File: src/rtl/hls_deadlock_persist_monitor.sv
// Persistence-filtered deadlock monitor over NUM_CH AXIS stall flags and NUM_SUB child block flags.
// Optional macro HLS_DEADLOCK_STICKY_EN: BLOCKED is left only by clear or reset.
module hls_deadlock_persist_monitor #(
  parameter int unsigned NUM_CH  = 7,
  parameter int unsigned NUM_SUB = 1,
  parameter int unsigned PERSIST = 16,
  parameter int unsigned CNT_W   = 16,
  parameter int unsigned IDX_W   = 4
) (
  input  logic               clock,
  input  logic               reset,
  input  logic [NUM_CH-1:0]  axis_block_sigs,
  input  logic [NUM_CH-1:0]  inst_idle_sigs,
  input  logic [NUM_SUB-1:0] inst_block_sigs,
  input  logic [NUM_CH-1:0]  ch_mask,
  input  logic               clear,
  output logic               block,
  output logic [IDX_W-1:0]   block_idx,
  output logic               block_idx_vld,
  output logic [CNT_W-1:0]   block_cycles
);

  localparam int unsigned PC_W = (PERSIST > 1) ? $clog2(PERSIST) : 1;
  localparam logic [PC_W-1:0] PC_LAST = PC_W'(PERSIST - 1);

  typedef enum logic [1:0] {
    ST_IDLE    = 2'd0,
    ST_SUSPECT = 2'd1,
    ST_BLOCKED = 2'd2
  } state_e;

  state_e           state_q, state_d;
  logic [PC_W-1:0]  persist_cnt_q, persist_cnt_d;
  logic             block_q, block_d;
  logic [IDX_W-1:0] block_idx_q, block_idx_d;
  logic             block_idx_vld_q, block_idx_vld_d;
  logic [CNT_W-1:0] block_cycles_q, block_cycles_d;

  logic [NUM_CH-1:0]  raw_ch;
  logic [NUM_SUB-1:0] raw_sub;
  logic               raw;
  logic [IDX_W-1:0]   off_idx;
  logic [CNT_W-1:0]   cycles_inc;

  assign raw_ch  = axis_block_sigs & ch_mask & ~inst_idle_sigs;
  assign raw_sub = inst_block_sigs;
  assign raw     = (|raw_ch) | (|raw_sub);

  // Lowest active source wins; channels outrank sub-instances.
  always_comb begin
    off_idx = '0;
    for (int j = int'(NUM_SUB) - 1; j >= 0; j--) begin
      if (raw_sub[j]) off_idx = IDX_W'(int'(NUM_CH) + j);
    end
    for (int i = int'(NUM_CH) - 1; i >= 0; i--) begin
      if (raw_ch[i]) off_idx = IDX_W'(i);
    end
  end

  assign cycles_inc = (block_cycles_q == '1) ? block_cycles_q : block_cycles_q + CNT_W'(1);

  always_comb begin
    state_d         = state_q;
    persist_cnt_d   = persist_cnt_q;
    block_idx_d     = block_idx_q;
    block_idx_vld_d = block_idx_vld_q;
    block_cycles_d  = block_cycles_q;

    case (state_q)
      ST_IDLE: begin
        if (raw) begin
          if (PERSIST == 1) begin
            state_d         = ST_BLOCKED;
            persist_cnt_d   = '0;
            block_idx_d     = off_idx;
            block_idx_vld_d = 1'b1;
            block_cycles_d  = '0;
          end else begin
            state_d       = ST_SUSPECT;
            persist_cnt_d = PC_W'(1);
          end
        end
      end
      ST_SUSPECT: begin
        if (!raw) begin
          state_d       = ST_IDLE;
          persist_cnt_d = '0;
        end else if (persist_cnt_q == PC_LAST) begin
          state_d         = ST_BLOCKED;
          persist_cnt_d   = '0;
          block_idx_d     = off_idx;
          block_idx_vld_d = 1'b1;
          block_cycles_d  = '0;
        end else begin
          persist_cnt_d = persist_cnt_q + PC_W'(1);
        end
      end
      ST_BLOCKED: begin
`ifdef HLS_DEADLOCK_STICKY_EN
        block_cycles_d = cycles_inc;
`else
        if (!raw) begin
          state_d       = ST_IDLE;
          persist_cnt_d = '0;
        end else begin
          block_cycles_d = cycles_inc;
        end
`endif
      end
      default: begin
        state_d       = ST_IDLE;
        persist_cnt_d = '0;
      end
    endcase

    // clear overrides any transition requested this cycle
    if (clear) begin
      state_d         = ST_IDLE;
      persist_cnt_d   = '0;
      block_cycles_d  = '0;
      block_idx_vld_d = 1'b0;
    end

    block_d = (state_d == ST_BLOCKED);
  end

  always_ff @(posedge clock) begin
    if (!reset) begin
      state_q         <= ST_IDLE;
      persist_cnt_q   <= '0;
      block_q         <= 1'b0;
      block_idx_q     <= '0;
      block_idx_vld_q <= 1'b0;
      block_cycles_q  <= '0;
    end else begin
      state_q         <= state_d;
      persist_cnt_q   <= persist_cnt_d;
      block_q         <= block_d;
      block_idx_q     <= block_idx_d;
      block_idx_vld_q <= block_idx_vld_d;
      block_cycles_q  <= block_cycles_d;
    end
  end

  assign block         = block_q;
  assign block_idx     = block_idx_q;
  assign block_idx_vld = block_idx_vld_q;
  assign block_cycles  = block_cycles_q;

endmodule

File: config.mk
export PLATFORM = sky130hd
export DESIGN_NAME = hls_deadlock_persist_monitor
export DESIGN_NICKNAME = d
export VERILOG_FILES = /design/src/rtl/hls_deadlock_persist_monitor.sv
export SDC_FILE = /design/constraint.sdc
export NUM_CORES = 1
export LEC_CHECK = 0
export ABC_AREA = 0
export CAP_MARGIN = 15
export CELL_PAD_IN_SITES_DETAIL_PLACEMENT = 1
export CELL_PAD_IN_SITES_GLOBAL_PLACEMENT = 1
export CORE_UTILIZATION = 38
export DETAILED_ROUTE_END_ITERATION = 10
export DONT_BUFFER_PORTS = 1
export PLACE_DENSITY = 0.79
export SYNTH_ARGS = -nofsm -noshare
export SYNTH_HDL_FRONTEND = slang
export SYNTH_SLANG_ARGS = --single-unit
File: constraint.sdc
create_clock -name clock -period 6.1 [get_ports clock]
set_input_delay 1.22 -clock clock [delete_from_list [all_inputs] [get_ports clock]]
set_output_delay 1.22 -clock clock [all_outputs]
set_load 0.02 [all_outputs]
Yosys cells after proc, flatten, opt, wreduce, memory -nomap -nowiden:

Cells that the tools add are included.
W data, S select, Z words.

* equality and inequality tests: 11
* mux-type cells: 24
* reductions and logical operators: 7
* bitwise gates (word level): 5
* $add $sub $neg: 2

Operators with widths (count)
* $mux W16: 4
* $mux W4: 10
* $pmux W16 S2: 1
* $add A16 B1 Y16 const B: 1
* $eq A16 B16 Y1 const B: 1
* $and A7 B7 Y7: 2
* $ne A2 B2 Y1 const B: 6
* $pmux W4 S3: 1
* $mux W2: 5
* $not A7 Y7: 1
* $reduce_or A7 Y1: 1
* $mux W3: 2
* $pmux W2 S3: 1
* $reduce_and A5 Y1: 1
* $add A4 B1 Y4 const B: 1
* $eq A2 B2 Y1 const B: 2
* $eq A4 B4 Y1 const B: 1
* $reduce_and A3 Y1: 1
* $eq A2 B1 Y1 const B: 1
* $logic_not A2 Y1: 1
* $reduce_and A2 Y1: 1
* $reduce_bool A2 Y1: 1
* $reduce_or A2 Y1: 1
* $not A1 Y1: 1
* $or A1 B1 Y1: 1

* word-level logic and storage cells: 55
* output and inout port bits: 22
* register bits after elaboration: 28

Depth between registers and ports, before layout:

* word-level depth: 9
* depth in mapped cells: 8

Worst setup path before layout:

OpenSTA, ideal clock, no wires.

* path kind: input to register
* start point: input port inst_idle_sigs[6]
* end point: register block_cycles_q[12], in the netlist block_cycles[12]
* setup time: 0.070 ns
* cell stages on the path: 6
* data required time: 6.030 ns
* arrival: 2.624 ns
* slack: 3.406 ns
* path buffers: 1
* cells stage by stage: nand3b_1 -> and4b_1 -> a32o_2 -> buf_6 -> or4_1 -> a21oi_1

* longest elaborated chain between the ends: 6
* elaborated cells on any way between the ends: 7
* those cells by class: eq/ne (2); bitwise (3); reduce/logical (2)

RTL lines
* start, declared: line 13 `input logic [NUM_CH-1:0] inst_idle_sigs,`
* $not A7 Y7 (*): line 45 `assign raw_ch = axis_block_sigs & ch_mask & ~inst_idle_sigs;`
* $and A7 B7 Y7 (*): line 45
* $reduce_or A7 Y1 (*): line 47 `assign raw = (|raw_ch) | (|raw_sub);`
* $or A1 B1 Y1 (*): line 47
* $ne A2 B2 Y1 (no source line)
* $reduce_and A5 Y1 (no source line) (*)
* end signal, assigned: line 141 `block_cycles_q <= block_cycles_d;`
* end, declared: line 37 `logic [CNT_W-1:0] block_cycles_q, block_cycles_d;`

Every way passes the cells marked *; elsewhere a longest branch is shown, timed or not.
A chain may end at the register's enable or synchronous reset.

Worst setup path after layout:

* start point: input port inst_idle_sigs[3]
* end point: register block_cycles_q[3], in the netlist block_cycles[3]

The elaborated chain is that of the path after synthesis.

==> flow_summary.ini <==
[finish]
final_common_cell = dfxtp_1
multiInputGateArea_um2 = 898
area_growth_pct = 4.50
final_core_util = 0.423
mostFrequentLayoutCells = 27 x dfxtp_1, 19 x a21oi_1, 14 x nand2_1
layout.nets = 204
fillCellCount = 456
n_antenna_cell = 0
seq_area_um2 = 541
drive_above_1_share = 0.0568

[clocking]
holdBufCountCts = 0
cts.sinks = 27
clk_latency_ps = 270
cts_setup_buffers = 0
cts_max_path_buffers = 2
cts_resized = 0
cts_made_buffers = 3
cts_tree = yes
clkTransAtPathRegs_ps = 100
cts.htree.levels = 1
root_buffer = clkbuf_8

[worst_hold_path]
hold_class = register to register

[synth]
synth_nets = 207
ys.flop_type = dfxtp_1
synth.avg_cell_area_um2 = 8.35
yosys_warnings = 0
ys_seq_area_frac = 0.360
async_reset_ff_frac = 0
postSynthCellCount = 180
synth_edf_count = 0
ys_ff_latch = 27
ys_types = 41
synth_area_mm2 = 0.00150

[sta]
post-route-period-util = 0.428
finalSetupTns_ps = 0
relSlewSlack = 0.571
rsz0062_at_grt = false
final-hold-violation-count = 0
drv_slew = 0
post-route-min-period_ps = 2610
fin_skew_ps = 4.71
setup_viol = 0
clock.fmax_mhz = 383
worst_pin_slew_ps = 644

[setup_path]
crit_type = input pin to register
crit_path_max_fanout = 34
crit_chain = nand3b_1, and4b_1, a32o_2, or4_1, a21oi_1
critical_path.slowest_cell = or4_1
crit_path_end_kind = register
worst_path_largest_cell_delay_ps = 550
start_kind = input pin
crit_buf_inv = 0
critPathRequiredTime_ps = 6290
path_delay_family = simple AND/OR/NAND/NOR gates
critical_path_arrival_ps = 2810

[die]
initial_core_util = 0.404
die_w_um = 64.9
die_y_um = 64.9
io_pins = 47
dieArea_mm2 = 0.00421
core_area_mm2 = 0.00372
num_rows = 22

[grt]
antenna_found_initial = 0
gr-usage-all-layers = 0.192
first_global_vias = 1521
grt_pass1_wl_um = 6480
gr-total-overflow = 0
grt_max_degree = 35

[power_and_ir_drop]
power_frac_seq = 0.597
power_leakage_nw = 0.485
swShare = 0.233
p_switching_mw = 0.0703
vdd_ir_drop_max_uv = 98.6
pwr-share-comb = 0.059
clkPwrFrac = 0.345
p_int_mw = 0.231
powerDensity_mw_per_mm2 = 192

[route]
drt_iter0_drc = 60
drc_errors = 0
met2_length_um = 2040
detail_route.first_pass.iterations = 4
top_layer = met4
vias = 1438
wirelength_um = 3960
wire_per_inst_um = 17.7
ant_nets = 0
wl_met3_um = 219
avgViaCountPerCell = 6.42
wl_met1_um = 1670

[outcome]
status = complete, no violations

[flow_run]
max-cap-violations = 0

[placed_design]
port_buffers = 0
dp_hpwl_um = 2980
finalWeightedCongestion = 0.734
## final cells by class
cell class | instances | area share
tap | 48 | 0.0382
timing repair buffer | 1 | 0.00717
multi-input combinational | 140 | 0.572
sequential | 27 | 0.344
clock buffer | 4 | 0.0287
inverter | 4 | 0.00956
## synth_stat cells (2+ instances only)
cell type   n  area share
nor2_1      8       0.020
nor2b_1     2      0.0083
nand3b_1    8       0.040
nand2b_1    3       0.012
o31ai_1    12       0.060
inv_1       3      0.0075
or4_1      12       0.060
ha_1        2       0.017
and2_1      4       0.017
dfxtp_1    27        0.36
a211oi_1    2       0.010
o22ai_1     3       0.012
o21ai_0     9       0.030
nand2_1    14       0.035
clkbuf_1    4       0.010
and4_1      3       0.017
a31oi_1     4       0.017
nand3_1    10       0.033
a21oi_1    19       0.063
o221a_2     2       0.015
and3_1      3       0.012
nand4_1     4       0.017
or3_1       2      0.0083
buf_2       3       0.010
## cells by family (layout without fill, tap and decap cells)
kind of cell / Yosys count / count (layout) / share of synthesized area
simple gates: 81 / 81 / 0.341
compound gates: 55 / 55 / 0.231
flops: 27 / 27 / 0.360
buf+inv: 13 / 9 / 0.0425
fa+ha+maj: 2 / 2 / 0.0167
other cells: 1 / 1 / 0.00250
xor+xnor: 1 / 1 / 0.00583
## worst paths after layout
kind	start	to	slack (ps)	depth (start not counted)
worst min-delay path	persist_cnt_q[1]	persist_cnt_q[1]	560	2
worst max-delay path	inst_idle_sigs[3]	block_cycles[3]	3490	5
worst min register to register	persist_cnt_q[1]	persist_cnt_q[1]	560	2
worst max register to register	persist_cnt_q[0]	block_cycles[3]	3800	6
## registers in the layout (all words and copies together), names as in the netlist
register	cells
block_idx_vld	1
state_q	2
block_cycles	16
block_idx	3
block	1
persist_cnt_q	4
## through the flow
stage               hold WS, ps  cells  setup slack, ps  area, µm²  total power [mW]
floorplan                   504    180             3410       1500             0.198
global placement            525    219             3280       1510             0.200
detailed placement          545    219             3200       1510             0.202
CTS                         562    223             3470       1560             0.304
global route                589    224             3380       1570             0.313
finish                      561    224             3490       1570             0.301
## layer usage
metal  GRT usage  vias up
met3      0.0423        4
met1       0.203      695
met5           0        -
met4      0.0694        0
met2       0.366       48
li1            -      691
## worst register-to-register path, cell delays in order, from the launching register on
cell	delay, ps
dfxtp_1	420
ha_1	290
nand4_1	160
nand2b_4	200
a32o_2	430
or4_1	560
a21oi_1	160
## power groups by stage
stage	logic (mW)	clock network, mW	registers [mW]
final	0.0177	0.104	0.180
after global placement	0.0166	0	0.184
after floorplan	0.0159	0	0.183
after global routing	0.0195	0.114	0.180
after detailed placement	0.0178	0	0.184
after CTS	0.0178	0.106	0.180
(Power assumes the default switching activity.)
